## config.mk

```make
export PLATFORM = sky130hd
export DESIGN_NAME = mem_wb_stage
export DESIGN_NICKNAME = d
export VERILOG_FILES = /design/src/rtl/mem_wb_stage.sv
export SDC_FILE = /design/constraint.sdc
export NUM_CORES = 1
export LEC_CHECK = 0
export ABC_AREA = 1
export BUFFER_PORTS_ARGS = -buffer_cell sky130_fd_sc_hd__buf_2
export CAP_MARGIN = 10
export CORE_MARGIN = 2
export CORE_UTILIZATION = 40
export CTS_CLUSTER_SIZE = 25
export DETAILED_ROUTE_END_ITERATION = 8
export GPL_ROUTABILITY_DRIVEN = 0
export PLACE_DENSITY = 0.76
export SYNTH_ARGS = -nofsm -noshare
export SYNTH_HDL_FRONTEND = slang
export SYNTH_SLANG_ARGS = --single-unit
```

## constraint.sdc

```tcl
create_clock -name clk -period 1.25 [get_ports clk]
set_input_delay 0.25 -clock clk [delete_from_list [all_inputs] [get_ports clk]]
set_output_delay 0.25 -clock clk [all_outputs]
set_load 0.1 [all_outputs]
```

## src/rtl/mem_wb_stage.sv

```systemverilog
// MEM/WB pipeline register with write-back select and the D-cache wait FSM.
// Define INSTRET_CNT_EN to build the 64-bit retired-instruction counter; otherwise instret is 0.
module mem_wb_stage #(
  parameter int BIT_W = 32
) (
  input  logic             clk,
  input  logic             rst_n,
  input  logic             valid_in,
  input  logic [BIT_W-1:0] alu_result_in,
  input  logic [4:0]       rd_in,
  input  logic             memrd_in,
  input  logic             memwr_in,
  input  logic             mem2reg_in,
  input  logic             regwr_in,
  input  logic [BIT_W-1:0] dcache_rdata,
  input  logic             dcache_stall,
  input  logic             stall_in,
  output logic             stall_req,
  output logic             dmem_hold,
  output logic [4:0]       wb_rd,
  output logic [BIT_W-1:0] wb_data,
  output logic             wb_regwr,
  output logic [63:0]      instret
);

  typedef enum logic [1:0] {
    ST_IDLE = 2'd0,
    ST_WAIT = 2'd1,
    ST_DONE = 2'd2
  } state_t;

  state_t           state_q;
  logic [BIT_W-1:0] cap_q;
  logic [4:0]       wb_rd_q;
  logic [BIT_W-1:0] wb_data_q;
  logic             wb_regwr_q;

  logic             acc;
  logic             pending;
  logic             complete;
  logic             stall_req_s;
  logic             adv;
  logic [BIT_W-1:0] load_data;

  assign acc         = valid_in & (memrd_in | memwr_in);
  // An access is outstanding while waiting, or when a new one is presented in IDLE.
  assign pending     = (state_q == ST_WAIT) | ((state_q == ST_IDLE) & acc);
  assign stall_req_s = rst_n & pending & dcache_stall;
  assign complete    = pending & ~dcache_stall;
  assign adv         = ~stall_in & ~stall_req_s;
  assign load_data   = (state_q == ST_DONE) ? cap_q : dcache_rdata;

  always_ff @(posedge clk or negedge rst_n) begin
    if (!rst_n) begin
      state_q <= ST_IDLE;
      cap_q   <= {BIT_W{1'b0}};
    end else begin
      if (complete) begin
        cap_q <= dcache_rdata;
      end
      case (state_q)
        ST_IDLE: begin
          if (acc & dcache_stall) begin
            state_q <= ST_WAIT;
          end else if (acc & stall_in) begin
            state_q <= ST_DONE;
          end else begin
            state_q <= ST_IDLE;
          end
        end
        ST_WAIT: begin
          if (!dcache_stall) begin
            state_q <= stall_in ? ST_DONE : ST_IDLE;
          end else begin
            state_q <= ST_WAIT;
          end
        end
        ST_DONE: begin
          if (!stall_in) begin
            state_q <= ST_IDLE;
          end else begin
            state_q <= ST_DONE;
          end
        end
        default: state_q <= ST_IDLE;
      endcase
    end
  end

  // A frozen cycle injects a bubble so each instruction writes the register file once.
  always_ff @(posedge clk or negedge rst_n) begin
    if (!rst_n) begin
      wb_rd_q    <= 5'd0;
      wb_data_q  <= {BIT_W{1'b0}};
      wb_regwr_q <= 1'b0;
    end else if (adv) begin
      wb_rd_q    <= rd_in;
      wb_data_q  <= mem2reg_in ? load_data : alu_result_in;
      wb_regwr_q <= valid_in & regwr_in & (rd_in != 5'd0);
    end else begin
      wb_regwr_q <= 1'b0;
    end
  end

`ifdef INSTRET_CNT_EN
  logic [63:0] instret_q;

  always_ff @(posedge clk or negedge rst_n) begin
    if (!rst_n) begin
      instret_q <= 64'd0;
    end else if (adv & valid_in) begin
      instret_q <= instret_q + 64'd1;
    end else begin
      instret_q <= instret_q;
    end
  end

  assign instret = instret_q;
`else
  assign instret = 64'd0;
`endif

  assign stall_req = stall_req_s;
  assign dmem_hold = (state_q == ST_DONE);
  assign wb_rd     = wb_rd_q;
  assign wb_data   = wb_data_q;
  assign wb_regwr  = wb_regwr_q;

endmodule

```

After elaboration in Yosys (flattened, before gate mapping)
Cells that the tools add are included.
{"block": "totals", "regBits": 72, "latchBits": 0, "ramBits": 0, "rom_bits": 0, "inputBits": 78, "out_inout_bits": 104, "wordCells": 32, "mem_count": 0}
{"block": "classes", "addsub": 0, "multipliers": 0, "div": 0, "order_cmp": 0, "eq_ne": 2, "n_shift": 0, "mux": 8, "n_bitwise": 15, "n_reduce_logical": 2}
{"operator": "$mux W32", "count": 2}
{"operator": "$and A1 B1 Y1", "count": 10}
{"operator": "$mux W2", "count": 4}
{"operator": "$pmux W2 S3", "count": 1}
{"operator": "$reduce_bool A5 Y1", "count": 1}
{"operator": "$not A1 Y1", "count": 3}
{"operator": "$eq A2 B1 Y1 const B", "count": 1}
{"operator": "$eq A2 B2 Y1 const B", "count": 1}
{"operator": "$logic_not A2 Y1", "count": 1}
{"operator": "$or A1 B1 Y1", "count": 2}
{"operator": "$mux W1", "count": 1}

Logic depth before layout (Yosys ltp)
{"block": "depth", "word_depth": 9, "depth_mapped": 10, "ltp_nobuf": 8}

Least setup slack after synthesis
Ideal clock, no wire load.
{"block": "synth_timing", "path_kind": "flip-flop to output port", "startpoint": "register state_q[1]", "endpoint": "output port stall_req", "arrival_ps": 1583, "required_time_ps": 1000, "slack_ps": -583, "path_stages_with_launch": 6, "path_buffers": 1, "cell_sequence": "dfrtp_1 > or2_1 > nand2_1 > nand3_2 > clkbuf_1 > inv_1"}
{"block": "synth_between", "elab_chain_len": 5, "elab_cells_between_ends": 6, "cone_classes": "1 x eq/ne; 4 x bitwise; 1 x reduce/logical"}
{"item": "start, declared", "line": "32", "text": "state_t state_q;"}
{"item": "start signal, assigned", "line": "73", "text": "state_q <= stall_in ? ST_DONE : ST_IDLE;"}
{"item": "$logic_not A2 Y1", "line": "47", "text": "assign pending = (state_q == ST_WAIT) | ((state_q == ST_IDLE) & acc);"}
{"item": "$and A1 B1 Y1", "line": "47"}
{"item": "$or A1 B1 Y1 (*)", "line": "47"}
{"item": "$and A1 B1 Y1 (*) (2 in series)", "line": "48", "text": "assign stall_req_s = rst_n & pending & dcache_stall;"}
{"item": "end, declared", "line": "18", "text": "output logic stall_req,"}
Mark *: on every way between the ends. The rest lies on a longest branch, timed or not.

Worst setup path after layout
Same ends and word-level chain as after synthesis.

==> results.sh <==
export IMPL_layout_drive_gt1_share=0.3968
export IMPL_vias_per_cell=4.568
export IMPL_dp_hpwl_um=7356
export IMPL_start_kind="flip-flop"
export IMPL_finalHoldViolCount=0
export IMPL_drv_slew=0
export IMPL_ir_worst_vdd_v=0.0007417
export IMPL_final_cells=882
export IMPL_synth_cells=592
export IMPL_min_path_type="in -> reg"
export IMPL_overflow=0
export IMPL_die_y_um=106.8
export IMPL_grt_use_total=0.2133
export IMPL_ys_types=18
export IMPL_cp_cell_sequence="or2_1, nand2_2, nand3_4, clkinvlp_4, buf_12"
export IMPL_diodes=0
export IMPL_ios=182
export IMPL_critPathMaxFanout=3
export IMPL_post_route_period_util=1.388
export IMPL_detail_route_wl_per_cell_um=14.30
export IMPL_cts_max_level=3
export IMPL_clk_path_buf_depth=2
export IMPL_setup_violations=73
export IMPL_clkTransAtPathRegs_ns=0.08
export IMPL_crit_slowest_cell="dfrtp_1"
export IMPL_synth_seq_cells=72
export IMPL_grt_max_degree=73
export IMPL_cts_tree="done"
export IMPL_yosysWarnings=0
export IMPL_synth_area_per_cell_um2=7.137
export IMPL_rsz0062_at_grt="true"
export IMPL_coreArea_um2=10280
export IMPL_setup_ws_ns=-0.4850
export IMPL_cts_made_buffers=9
export IMPL_wirelength_um=12620
export IMPL_ys_seq_area_frac=0.4264
export IMPL_dr_total_vias=4029
export IMPL_cpPeakStageDelay_ns=0.41
export IMPL_placed_cells=831
export IMPL_fin_nets=820
export IMPL_die_w_um=106.8
export IMPL_fin_worst_skew_ns=0.01052
export IMPL_drc=0
export IMPL_initial_core_util=0.4111
export IMPL_clock_sinks=72
export IMPL_antenna_left=0
export IMPL_area_growth_pct=57.36
export IMPL_grt_first_pass_wirelength_um=18900
export IMPL_p_leak_nw=3.684
export IMPL_status="finished with violations"
export IMPL_row_count=37
export IMPL_max_freq_mhz=576.4
export IMPL_fin_crit_ns=1.735
export IMPL_grt_pass1_vias=3759
export IMPL_cts_root_buf="clkbuf_8"
export IMPL_power_density_nw_per_um2=1545
export IMPL_clk_latency_ns=0.34
export IMPL_initialDrtViolationCount=175
export IMPL_drv_cap=0
export IMPL_arrival_ns=1.48
export IMPL_mappedNetlistArea_um2=4225
export IMPL_worstPathRequired_ns=1.00
export IMPL_fill_cells=830
export IMPL_antenna_found_initial=0
export IMPL_violations="setup timing"
export IMPL_portBuffers=117
export IMPL_fp_dieArea_um2=11400
export IMPL_pre_cts_slack_ns=-0.1598
export IMPL_cp_end_kind="primary output"
export IMPL_critPathKind="reg -> out"
export IMPL_dr_pass1_iters=4
export IMPL_r2r_setup_slack_ns=-0.39
[routing by layer]
metal / global-route usage / share of wire / vias up
li1: - / - / 1982
met1: 0.2721 / 0.41 / 1875
met2: 0.3626 / 0.51 / 157
met3: 0.03891 / 0.069 / 15
met4: 0.07607 / 0.012 / 0
met5: 0 / 0 / -
[layout by cell type (no fill, tap or decap), types with 2 or more instances in the layout]
cell         n
nand2_1    185
nand2_2     36
dfrtp_1     61
buf_4       17
o21ai_1      4
inv_1       69
nand2_4     17
clkbuf_8    10
dfrtp_2     11
buf_2       76
nand3_1     61
buf_6       10
clkinv_2     3
nand3_2     10
conb_1      64
o21ai_2     27
nand2_8      2
buf_8        3
clkbuf_16    7
nor2_2       2
buf_16       8
buf_12      50
[path summary, 6_finish.rpt]
| check | from | end | cells past startpoint |
|---|---|---|---|
| min in group asynchronous | rst_n | wb_data[23] | 3 |
| max in group asynchronous | rst_n | wb_data[8] | 3 |
| worst min-delay path | rd_in[4] | wb_rd[4] | 3 |
| worst max-delay path | state_q[1] | stall_req | 5 |
| worst min register to register | cap_q[8] | cap_q[8] | 2 |
| worst max register to register | state_q[1] | cap_q[14] | 9 |
[repair_timing]
action,CTS,global route
endpoints found under the setup margin,73,76
setup buffers,7,15
hold buffers,1,0
cloned,8,7
endpoints found under the hold margin,47,0
pin swaps,3,25
gates resized for setup,17,143
[layout make-up]
| cell class | count | area (um^2) | area share |
|---|---|---|---|
| repair buffers | 172 | 2072 | 0.3116 |
| flip-flops and latches | 72 | 1815 | 0.2731 |
| inverters | 72 | 276.5 | 0.04159 |
| clock inverters | 4 | 45.04 | 0.006775 |
| multi-input cells | 415 | 2128 | 0.3201 |
| well taps | 136 | 170.2 | 0.02559 |
| clock buffers | 11 | 141.4 | 0.02126 |
[critical path, delay by kind of cell, from the launching register on]
| family | cells | cell delay [ns] |
|---|---|---|
| simple gates | 3 | 0.45 |
| flops | 1 | 0.41 |
| buf+inv | 2 | 0.27 |
[cells by family after synthesis]
group,Yosys count,share of synthesized area
compound gates,34,0.04027
buf+inv,168,0.2268
flops,72,0.4264
other cells,1,0.0008875
simple gates,317,0.3056
[through the flow]
| step | utilization | total power, mW | TNS, ns | hold slack [ns] | cell area (um^2) |
|---|---|---|---|---|---|
| CTS | 0.5795 | 9.721 | -17.71 | 0.1340 | 5956 |
| detailed placement | 0.5224 | 7.596 | -5.244 | 0.3508 | 5369 |
| floorplan | - | 6.379 | -1.232 | -0.04559 | 4494 |
| finish | 0.6469 | 10.27 | -22.45 | 0.1537 | 6649 |
| global route | 0.6469 | 10.76 | -27.58 | 0.1473 | 6649 |
| global placement | 0.5224 | 7.527 | -2.796 | 0.3511 | 5369 |
[report_power, final]
group	internal, mW	switching, mW	total [mW]
sequential	2.81	0.427	3.24
clock	0.957	0.867	1.82
combinational	1.76	3.45	5.21
[cells in the mapped netlist, drive strengths merged]
master | count | share of area
dfrtp | 72 | 0.43
conb | 1 | 0.00089
a21oi | 2 | 0.0024
nand2 | 240 | 0.21
buf | 85 | 0.15
o21ai | 32 | 0.038
or2 | 1 | 0.0015
nand3 | 72 | 0.086
inv | 72 | 0.064
nor2 | 3 | 0.0027
clkbuf | 11 | 0.0098
nor3 | 1 | 0.0012
[flip-flops by register name, indices dropped and copies added, names as in the netlist]
register,flops
cap_q,32
wb_rd,5
wb_data,32
state_q,2
wb_regwr,1
No activity file was read; power rests on OpenSTA's default activity.
